===== src/rtl/alarm_pkg.sv =====
// Shared types and mode constants for the alarm controller.
package alarm_pkg;

  typedef enum logic [1:0] {
    IDLE   = 2'd0,
    RING   = 2'd1,
    SNOOZE = 2'd2
  } alarm_state_e;

  localparam logic [2:0] MODE_RUN       = 3'd0;
  localparam logic [2:0] MODE_SET_H     = 3'd1;
  localparam logic [2:0] MODE_SET_M     = 3'd2;
  localparam logic [2:0] MODE_SET_S     = 3'd3;
  localparam logic [2:0] MODE_STOPWATCH = 3'd4;
  localparam logic [2:0] MODE_ALM_M     = 3'd5;
  localparam logic [2:0] MODE_ALM_H     = 3'd6;

  // True while the user is editing the running time.
  function automatic logic is_setting(input logic [2:0] mode);
    return (mode == MODE_SET_H) || (mode == MODE_SET_M) || (mode == MODE_SET_S);
  endfunction

endpackage


===== src/rtl/alarm_ctrl_edge.sv =====
// One-cycle pulse on the rising edge of a level input sampled on clk1hz.
module edge_rise (
  input  logic clk1hz,
  input  logic rst_n,
  input  logic d,
  output logic pulse
);

  logic d_q;

  always_ff @(posedge clk1hz or negedge rst_n) begin
    if (!rst_n) begin
      d_q <= 1'b0;
    end else begin
      d_q <= d;
    end
  end

  assign pulse = d & ~d_q;

endmodule


===== src/rtl/alarm_ctrl.sv =====
// Alarm buzzer FSM (idle/ring/snooze) with stop/snooze buttons and an hourly chime.
module alarm_ctrl
  import alarm_pkg::*;
#(
  parameter int unsigned RING_LEN   = 60,
  parameter int unsigned SNOOZE_LEN = 300,
  parameter int unsigned MAX_SNOOZE = 3,
  parameter int unsigned CHIME_LEN  = 3
) (
  input  logic       clk1hz,
  input  logic       rst_n,
  input  logic [7:0] hour,
  input  logic [7:0] min,
  input  logic [7:0] sec,
  input  logic [7:0] ahour,
  input  logic [7:0] amin,
  input  logic [2:0] state,
  input  logic       alarm_on,
  input  logic       stop,
  input  logic       snooze,
  output logic       ringing,
  output logic       buzzer,
  output logic       snoozing,
  output logic [1:0] snooze_cnt,
  output logic       chime
);

  localparam int unsigned TMax = (RING_LEN > SNOOZE_LEN) ? RING_LEN : SNOOZE_LEN;
  localparam int unsigned TW   = $clog2(TMax);

  localparam logic [TW-1:0] RingLast   = TW'(RING_LEN - 1);
  localparam logic [TW-1:0] SnoozeLast = TW'(SNOOZE_LEN - 1);
  localparam logic [1:0]    SnoozeMax  = 2'(MAX_SNOOZE);
  localparam logic [7:0]    ChimeSecs  = 8'(CHIME_LEN);

  alarm_state_e  fsm_q, fsm_d;
  logic [TW-1:0] ring_tmr_q, ring_tmr_d;
  logic [TW-1:0] snz_tmr_q, snz_tmr_d;
  logic [1:0]    cnt_q, cnt_d;
  logic          buzzer_q, buzzer_d;
  logic          ringing_q, snoozing_q, chime_q, chime_d;
  logic          stop_p, snooze_p, match, quit;

  edge_rise u_stop_edge (
    .clk1hz (clk1hz),
    .rst_n  (rst_n),
    .d      (stop),
    .pulse  (stop_p)
  );

  edge_rise u_snooze_edge (
    .clk1hz (clk1hz),
    .rst_n  (rst_n),
    .d      (snooze),
    .pulse  (snooze_p)
  );

  assign match = alarm_on && (hour == ahour) && (min == amin) && (sec == 8'd0) &&
                 !is_setting(state);
  assign quit  = !alarm_on || stop_p;

  always_comb begin
    fsm_d      = fsm_q;
    ring_tmr_d = ring_tmr_q;
    snz_tmr_d  = snz_tmr_q;
    cnt_d      = cnt_q;
    buzzer_d   = 1'b0;
    unique case (fsm_q)
      IDLE: begin
        cnt_d = 2'd0;
        if (match) begin
          fsm_d      = RING;
          ring_tmr_d = '0;
          buzzer_d   = 1'b1;
        end
      end
      RING: begin
        if (quit) begin
          fsm_d = IDLE;
          cnt_d = 2'd0;
        end else if (snooze_p && (cnt_q < SnoozeMax)) begin
          fsm_d     = SNOOZE;
          cnt_d     = cnt_q + 2'd1;
          snz_tmr_d = '0;
        end else if (ring_tmr_q == RingLast) begin
          fsm_d = IDLE;
          cnt_d = 2'd0;
        end else begin
          ring_tmr_d = ring_tmr_q + TW'(1);
          buzzer_d   = ~buzzer_q;
        end
      end
      SNOOZE: begin
        if (quit) begin
          fsm_d = IDLE;
          cnt_d = 2'd0;
        end else if (snz_tmr_q == SnoozeLast) begin
          fsm_d      = RING;
          ring_tmr_d = '0;
          buzzer_d   = 1'b1;
        end else begin
          snz_tmr_d = snz_tmr_q + TW'(1);
        end
      end
      default: begin
        fsm_d = IDLE;
        cnt_d = 2'd0;
      end
    endcase
    // The chime yields to the buzzer whenever the alarm is about to ring.
    chime_d = (min == 8'd0) && (sec < ChimeSecs) && !is_setting(state) && (fsm_d != RING);
  end

  always_ff @(posedge clk1hz or negedge rst_n) begin
    if (!rst_n) begin
      fsm_q      <= IDLE;
      ring_tmr_q <= '0;
      snz_tmr_q  <= '0;
      cnt_q      <= 2'd0;
      buzzer_q   <= 1'b0;
      ringing_q  <= 1'b0;
      snoozing_q <= 1'b0;
      chime_q    <= 1'b0;
    end else begin
      fsm_q      <= fsm_d;
      ring_tmr_q <= ring_tmr_d;
      snz_tmr_q  <= snz_tmr_d;
      cnt_q      <= cnt_d;
      buzzer_q   <= buzzer_d;
      ringing_q  <= (fsm_d == RING);
      snoozing_q <= (fsm_d == SNOOZE);
      chime_q    <= chime_d;
    end
  end

  assign ringing    = ringing_q;
  assign buzzer     = buzzer_q;
  assign snoozing   = snoozing_q;
  assign snooze_cnt = cnt_q;
  assign chime      = chime_q;

endmodule


===== config.mk =====
export PLATFORM = sky130hd
export DESIGN_NAME = alarm_ctrl
export DESIGN_NICKNAME = d
export VERILOG_FILES = /design/src/rtl/alarm_pkg.sv /design/src/rtl/alarm_ctrl_edge.sv /design/src/rtl/alarm_ctrl.sv
export SDC_FILE = /design/constraint.sdc
export NUM_CORES = 1
export LEC_CHECK = 0
export ABC_CLOCK_PERIOD_IN_PS = 2000
export CORE_UTILIZATION = 45
export CTS_BUF_LIST = sky130_fd_sc_hd__clkbuf_2 sky130_fd_sc_hd__clkbuf_4 sky130_fd_sc_hd__clkbuf_8
export DETAILED_ROUTE_END_ITERATION = 16
export PLACE_DENSITY = 0.79
export SLEW_MARGIN = 20
export SYNTH_ARGS = -nofsm -noshare
export SYNTH_HDL_FRONTEND = slang
export SYNTH_SLANG_ARGS = --single-unit

===== constraint.sdc =====
create_clock -name clk1hz -period 2 [get_ports clk1hz]
set_clock_uncertainty 0.15 [all_clocks]
set_input_delay 0.4 -clock clk1hz [delete_from_list [all_inputs] [get_ports clk1hz]]
set_output_delay 0.4 -clock clk1hz [all_outputs]
set_load 0.01 [all_outputs]

Word-level counts from Yosys, hierarchy flattened

Cells that the tools add are included.

Bits in read-only memories: 0
Latch bits: 0
Bits in registers: 28
Output and inout bits: 6
Logic and storage cells: 94
Memories kept: 0
Bits in writable memories: 0

Multiply operators: 0
Eq/ne operators: 22
Shifts and indexed selects: 0
Bitwise gates (word level): 5
Reduce and logical (&&, ||, !) cells: 21
Order comparisons: 2
Mux-type cells: 31
Div/mod/pow operators: 0
Add/sub/neg operators: 3

Operator list:

| operator              | number |
|---|---|
| $mux W9               | 10 |
| $pmux W9 S3           | 1 |
| $mux W2               | 10 |
| $add A9 B1 Y9 const B | 2 |
| $ne A2 B2 Y1 const B  | 9 |
| $pmux W9 S2           | 1 |
| $eq A8 B8 Y1          | 2 |
| $logic_not A8 Y1      | 2 |
| $eq A9 B6 Y1 const B  | 1 |
| $eq A9 B9 Y1 const B  | 1 |
| $logic_and A1 B1 Y1   | 8 |
| $lt A8 B2 Y1 const B  | 1 |
| $reduce_and A7 Y1     | 1 |
| $eq A3 B2 Y1 const B  | 2 |
| $mux W1               | 6 |
| $pmux W2 S3           | 1 |
| $reduce_and A5 Y1     | 1 |
| $eq A2 B1 Y1 const B  | 2 |
| $eq A2 B2 Y1 const B  | 2 |
| $ne A4 B4 Y1 const B  | 1 |
| $pmux W2 S2           | 1 |
| $eq A3 B1 Y1 const B  | 1 |
| $logic_or A1 B1 Y1    | 3 |
| $not A1 Y1            | 3 |
| other kinds (10)      | 12 |

Logic depth before layout (Yosys ltp)

Gate-level depths: netlist of the first run.

Depth in word-level cells: 9
Depth in mapped cells: 7
Depth with buffers taken out: 6

By module

Synthesis of the first run repeated with hierarchy kept, for this count alone.

Cells, all modules: 175
Area, all modules: 1744.2 sq um

Modules (own cells, without submodules):

| module     | area each (sq um) | cells an instance | times used |
|---|---|---|---|
| alarm_ctrl | 1666.6            | 171               | 1 |
| edge_rise  | 38.8              | 2                 | 2 |

Least setup slack after synthesis of the first run

OpenSTA, ideal clock, no wires.

Path kind: input port to flip-flop
Start: input sec[3]
End: register ring_tmr_q[0]
Library setup time: 130 ps
Cell stages on the path: 6
Setup slack: -27 ps
Path buffers: 1
Data arrival time: 1747 ps
Required time: 1720 ps
Path through: nor4_2 > o211ai_1 > or4_4 > o21ai_2 > buf_6 > mux2i_2

Longest elaborated chain between the ends: 5

RTL lines:

| element                            | RTL line          | RTL |
|---|---|---|
| start, declared                    | alarm_ctrl.sv:14  | `input logic [7:0] sec,` |
| $logic_not A8 Y1                   | alarm_ctrl.sv:58  | `assign match = alarm_on && (hour == ahour) && (min == amin) && (sec == 8'd0) &&` |
| $logic_and A1 B1 Y1 (2 in a row)   | alarm_ctrl.sv:58  |  |
| $ne A2 B2 Y1 (no source line)      | --                |  |
| $reduce_and A7 Y1 (no source line) | --                |  |
| end signal, assigned               | alarm_ctrl.sv:126 | `ring_tmr_q <= ring_tmr_d;` |
| end, declared                      | alarm_ctrl.sv:37  | `logic [TW-1:0] ring_tmr_q, ring_tmr_d;` |

Every way passes these cells.
A chain may end at the register's enable or synchronous reset.

Worst setup path after layout of the first run

Start: register cnt_q[0] (netlist: snooze_cnt[0])
End: output snooze_cnt[0]

RTL lines:

| element                | RTL line          | RTL |
|---|---|---|
| start, declared        | alarm_ctrl.sv:39  | `logic [1:0] cnt_q, cnt_d;` |
| start signal, assigned | alarm_ctrl.sv:128 | `cnt_q <= cnt_d;` |
| end, declared          | alarm_ctrl.sv:24  | `output logic [1:0] snooze_cnt,` |

No word-level cell between the ends.

==> results.json, run 1 <==
{
  "critPathTopFamily": "buffers and inverters",
  "die-area_um2": 3862,
  "max_freq_mhz": 521.4,
  "setup_ws_ns": 0.08217,
  "critPathBufInv": 2,
  "power.total_mw": 1.006,
  "syn_area_per_cell_um2": 9.575,
  "met1_length_um": 1618,
  "wl_met2_um": 2250,
  "vias_per_cell": 5.366,
  "ant_nets": 0,
  "antenna_found_initial": 0,
  "cts-root-buf": "clkbuf_4",
  "port_buffers": 53,
  "grt_overflow": 0,
  "clk_path_buf_depth": 2,
  "place_ws_ns": -0.4519,
  "synth_area_um2": 1628,
  "worstReg2RegStart": "snz_tmr_q[0]",
  "p_leak_nw": 1.188,
  "maxCapViolCount": 0,
  "route.detailed.drc": 0,
  "powerDensity_nw_per_um2": 402.7,
  "cp.required_ns": 1.45,
  "arrival_ns": 1.37,
  "regArea_um2": 700.7,
  "post-route-period-util": 0.9589,
  "multi_input_area_um2": 915.9,
  "slew_violations": 0,
  "grt_pass1_wl_um": 6796,
  "fill_cells": 245,
  "io_pins": 54,
  "drt-initial-drc-count": 93,
  "ys_seq_area_frac": 0.4304,
  "slowest_stage": "clkdlybuf4s50_1",
  "worstPathCellList": "buf_4 -> clkdlybuf4s50_1",
  "status": "finished clean",
  "start_kind": "register",
  "wl_met3_um": 233,
  "core_area_um2": 3390,
  "ff2ff_path_depth": 8,
  "synth_seq_cells": 28,
  "grt_pass1_vias": 1598,
  "ir_drop_mv": 0.2366,
  "hpwl_um": 3294,
  "wl_um": 4170,
  "setup_tns_ns": 0,
  "cts_sinks": 28,
  "cts_made_buffers": 3,
  "synth_fp_nets": 221,
  "startpoint": "snooze_cnt[0]",
  "cp_max_fo": 3,
  "route.vias.total": 1583,
  "synth_cell_types": 34,
  "drt-pass1-iter-count": 4,
  "rsz0062_at_grt": "no",
  "worstMarginPinSlew_ns": 0.3402,
  "crit_type": "register to output port",
  "die_h_um": 62.15,
  "setup_viol": 0,
  "cpPeakStageDelay_ns": 0.52,
  "start_util": 0.4803,
  "clk_latency_ns": 0.35,
  "period_minus_slack_ns": 1.918,
  "final_layout_size_suffix_gt1_frac": 0.2048,
  "yosys_warnings": 0,
  "wl_per_cell_um": 14.14,
  "final_common_cell": "clkdlybuf4s50_1",
  "final_cell_mix": "clkdlybuf4s50_1, dfrtp_1, buf_4, xor2_1, nor2_1",
  "die_w_um": 62.15,
  "hold_class": "primary input to async pin",
  "slew-limit-headroom": 0.7732,
  "syn2layout_area_growth_pct": 53.50,
  "gp_congestion": 0.7950,
  "critPathCaptureType": "output port",
  "holdWs_ns": 0.2435,
  "nNetsFinal": 301,
  "netlist_instances": 170,
  "cts_tree": "built",
  "path_depth": 2,
  "dr.max_layer_used": "met4",
  "htreeDepth": 1,
  "grt_usage": 0.2235,
  "path_clk_slew_ns": 0.16,
  "holdBufCountCts": 0,
  "hold_viol": 0,
  "rows": 21,
  "grt_max_degree": 29,
  "diodes": 0
}
power by group:
group          total, mW  internal [mW]  switching (mW)
Sequential         0.569          0.568        0.000660
Combinational      0.152          0.101          0.0503
Clock              0.286          0.112           0.174
metal layers:
metal / global-route usage / vias to the layer above
met3: 0.03309 / 7
met1: 0.2580 / 756
met2: 0.4107 / 65
li1: - / 755
met4: 0.09012 / 0
met5: 0 / -
state kept, by name, summed over array words and instances, names as in the netlist:
signal and count:
ring_tmr_q 9, snz_tmr_q 9, fsm_q 2, snooze_cnt 2, buzzer 1, chime 1, ringing 1, snoozing 1
u_snooze_edge.d_q 1, u_stop_edge.d_q 1
layout make-up:
type | instances | area share
Clock buffer | 4 | 0.01452
Inverter | 9 | 0.01352
Tap cell | 46 | 0.02303
Multi-Input combinational cell | 128 | 0.3665
Sequential cell | 28 | 0.2804
Timing Repair Buffer | 80 | 0.3020
what timing repair did:
action	in CTS	in global routing
endpoints found under the setup margin	8	11
pin swaps	4	13
resized for setup	7	16
cloned	0	0
buffers inserted	8	3
path summary, 6_finish.rpt:
| path | slack [ns] | endpoint |
|---|---|---|
| min reg2reg | 0.39 | ring_tmr_q[0] |
| max in group asynchronous | 1.19 | ring_tmr_q[5] |
| min in group clk1hz | 0.26 | chime |
| max | 0.08 | snooze_cnt[0] |
| max reg2reg | 0.13 | chime |
| min | 0.24 | snz_tmr_q[4] |
cells in the mapped netlist:
cell / n / share of area
mux2i_1: 2 / 0.012
mux2i_2: 1 / 0.0085
nor3_1: 1 / 0.0031
clkbuf_1: 4 / 0.0092
nand2_1: 11 / 0.025
and3b_1: 1 / 0.0054
ha_1: 3 / 0.023
nor3b_1: 2 / 0.0092
nor4_2: 1 / 0.0077
buf_6: 1 / 0.0069
o21ai_2: 8 / 0.043
nand3_1: 9 / 0.028
and4_1: 1 / 0.0054
nor4_1: 7 / 0.027
xnor2_1: 3 / 0.016
and2_1: 7 / 0.027
nand2b_1: 4 / 0.015
nor4b_1: 1 / 0.0054
and3_1: 6 / 0.023
nor2b_1: 1 / 0.0038
and4b_1: 1 / 0.0061
a31oi_1: 3 / 0.012
dfrtp_1: 28 / 0.43
o211ai_1: 1 / 0.0046
nand4_1: 7 / 0.027
o31a_1: 4 / 0.022
inv_1: 9 / 0.021
o21ai_0: 3 / 0.0092
or4_4: 1 / 0.0069
a21oi_1: 2 / 0.0061
nor2_1: 15 / 0.035
a41oi_1: 1 / 0.0054
or3_1: 1 / 0.0038
xor2_1: 20 / 0.11
metrics by stage:
step | cell area (µm²) | util | std cells
global route | 2499 | 0.7372 | 295
global placement | 2325 | 0.6859 | 281
floorplan | 1635 | - | 170
detailed placement | 2325 | 0.6859 | 281
CTS | 2429 | 0.7165 | 293
finish | 2499 | 0.7372 | 295
logic make-up after synthesis:
family	count (synthesis)	synth area share
DFF	28	0.4304
AOI/OAI and AO/OA	22	0.1015
adders and majority gates	3	0.02306
buffers and inverters	14	0.03689
and+or+nand+nor	77	0.2636
xor gates and xnor gates	23	0.1238
muxes	3	0.02075
Power figures use the tool's default switching activity.
==> run 2: changes to the inputs <==
CTS_CLUSTER_DIAMETER = 50   (was default)
PLACE_DENSITY = 0.78   (was 0.79)
SYNTH_HIERARCHICAL = 1   (was default)
==> run 2 against run 1 <==
Net effect: the flow now finishes with violations (negative setup slack); utilization is 4.0 points higher; area after synthesis increased by 7.1%; non-clock buffer count up 17; critical endpoint is now ring_tmr_q[5]; largest power group unchanged; highest routed layer unchanged.
==> results.json, run 2 <==
{
  "io_pins": 54,
  "powerDensity_nw_per_um2": 368.0,
  "drt-pass1-iter-count": 4,
  "arrival_ns": 2.12,
  "synth_common_cells": "dfrtp_1, nand2_1, xnor2_1, nor2_1",
  "synth_fp_nets": 226,
  "hpwl_um": 3147,
  "period_minus_slack_ns": 2.054,
  "netlist_instances": 175,
  "yosys_warnings": 6,
  "rows": 22,
  "synth_edf_count": 0,
  "post-synth-top-count-cell": "dfrtp_1",
  "crit_type": "register to register",
  "wl_per_cell_um": 14.47,
  "antenna_found_initial": 0,
  "critPathCaptureType": "register",
  "nNetsFinal": 324,
  "worstMarginPinSlew_ns": 0.4166,
  "final_common_cell": "clkdlybuf4s50_1",
  "synth_seq_cells": 28,
  "final_cell_mix": "clkdlybuf4s50_1, buf_4, dfrtp_1, nand2_1, xnor2_1",
  "syn_area_per_cell_um2": 9.967,
  "start_kind": "register",
  "die_h_um": 64.26,
  "die_w_um": 64.26,
  "failed_checks": "negative setup slack",
  "grt_pass1_wl_um": 7279,
  "hold_viol": 0,
  "async_flop_share": 1.000,
  "wl_um": 4617,
  "grt_usage": 0.2272,
  "cts-root-buf": "clkbuf_8",
  "setup_viol": 8,
  "slew_violations": 0,
  "diodes": 0,
  "port_buffers": 53,
  "gp_congestion": 0.8460,
  "clk_path_buf_depth": 2,
  "setup_tns_ns": -0.1903,
  "post-route-period-util": 1.027,
  "cts_sinks": 28,
  "final_layout_size_suffix_gt1_frac": 0.2915,
  "htreeDepth": 1,
  "cp.required_ns": 2.06,
  "worstHoldStart": "stop",
  "reg.largest.list": "ring_tmr_q x9, snz_tmr_q x9",
  "rsz0062_at_grt": "yes",
  "worstReg2RegStart": "fsm_q[0]",
  "status": "finished with violations",
  "path_clk_slew_ns": 0.09,
  "start_util": 0.4729,
  "maxCapViolCount": 0,
  "synth_cell_types": 49,
  "ir_drop_mv": 0.2687,
  "syn2layout_area_growth_pct": 64.35,
  "ant_nets": 0,
  "yosysTopAreaCellShare": 0.4017,
  "grt_pass1_vias": 1691,
  "route.detailed.drc": 0,
  "ys_seq_area_frac": 0.4017,
  "clk_latency_ns": 0.28,
  "synthFlopType": "dfrtp_1",
  "grt_max_degree": 29,
  "cts_made_buffers": 3,
  "setup_ws_ns": -0.05361,
  "vias_per_cell": 5.351,
  "hold_class": "primary input to register",
  "startpoint": "fsm_q[0]",
  "core_area_um2": 3689,
  "synthTopCellsByArea": "dfrtp_1, xnor2_1, nand2_1",
  "cp_max_fo": 5,
  "die-area_um2": 4129,
  "cts_tree": "built",
  "route.vias.total": 1707,
  "drt-initial-drc-count": 84,
  "slew-limit-headroom": 0.7197,
  "p_leak_nw": 1.206,
  "max_freq_mhz": 486.9,
  "grt_overflow": 0,
  "synth_area_um2": 1744,
  "yosys.area.top_type": "dfrtp_1",
  "place_ws_ns": -0.5907
}
==> run 2: changes by cell type in the layout (fill, tap and decap cells not counted), sizes merged, moves of 4 or more <==
| cell | before | now |
|---|---|---|
| a2111oi | 0 | 4 |
| and2 | 7 | 0 |
| and3 | 6 | 2 |
| buf | 27 | 44 |
| clkdlybuf4s50 | 42 | 48 |
| dlymetal6s2s | 7 | 1 |
| inv | 9 | 3 |
| nand2 | 11 | 22 |
| nor2b | 1 | 6 |
| xnor2 | 3 | 20 |
| xor2 | 20 | 3 |
==> run 2: where the power goes <==
group | internal, mW | switching (mW) | total (mW)
Sequential | 0.568 | 0.00167 | 0.569
Combinational | 0.118 | 0.0553 | 0.173
Clock | 0.136 | 0.176 | 0.312
==> run 2: routing by layer <==
layer  track usage  wire length, µm
met1        0.2835             1919
met2        0.3842             2354
met3       0.03393              271
met4        0.1028               72
met5             0                0
==> run 2: area by class of cell <==
cell class | instances | area, µm²
multi-input combinational | 140 | 1155
timing repair buffer | 97 | 898.4
fill | 235 | 822.0
sequential | 28 | 700.7
tap | 48 | 60.06
clock buffer | 3 | 41.29
inverter | 3 | 11.26
==> run 2: path summary, 6_finish.rpt <==
check                             endpoint  slack [ns]  depth (start not counted)
max in group asynchronous         fsm_q[1]        1.10                          2
min in group asynchronous    ring_tmr_q[6]        0.33                          2
hold reg to reg              ring_tmr_q[0]        0.40                          1
setup reg to reg             ring_tmr_q[5]       -0.05                          8
hold / removal             u_stop_edge/d_q        0.22                          1
setup / recovery             ring_tmr_q[5]       -0.05                          8
==> run 2: critical path, cell delays in order (launching register included) <==
cell and delay (ns):
dfrtp_1 0.41, buf_4 0.16, and4bb_4 0.29, buf_4 0.14, o311ai_4 0.11, buf_6 0.15
nor4b_1 0.39, a21oi_1 0.10, o21ai_2 0.08
==> run 2: repair_timing <==
action / CTS / global route
buffers inserted: 3 / 2
gates cloned: 2 / 0
pin swaps: 13 / 8
resized for setup: 21 / 10
endpoints found under the setup margin: 18 / 18
hold buffers: 0 / 0
==> run 2: per-stage QoR <==
step / util / instances / cell area, µm² / total power [mW] / hold slack (ns)
2_1_floorplan: - / 175 / 1762 / 0.6205 / -0.04559
3_3_place_gp: 0.7090 / 309 / 2615 / 0.7474 / 0.3557
3_5_place_dp: 0.7090 / 309 / 2615 / 0.7497 / 0.3709
4_1_cts: 0.7551 / 317 / 2785 / 1.049 / 0.2220
5_1_grt: 0.7771 / 319 / 2867 / 1.087 / 0.2314
6_report: 0.7771 / 319 / 2867 / 1.055 / 0.2185
==> run 2: cells by family (layout without fill, tap and decap cells) <==
kind of cell,after synthesis,count (layout),share of synthesized area
xor gates and xnor gates,23,23,0.1155
buffers and inverters,7,103,0.02223
and+or+nand+nor,82,82,0.2826
DFF,28,28,0.4017
AOI/OAI and AO/OA,32,32,0.1564
adders and majority gates,3,3,0.02152
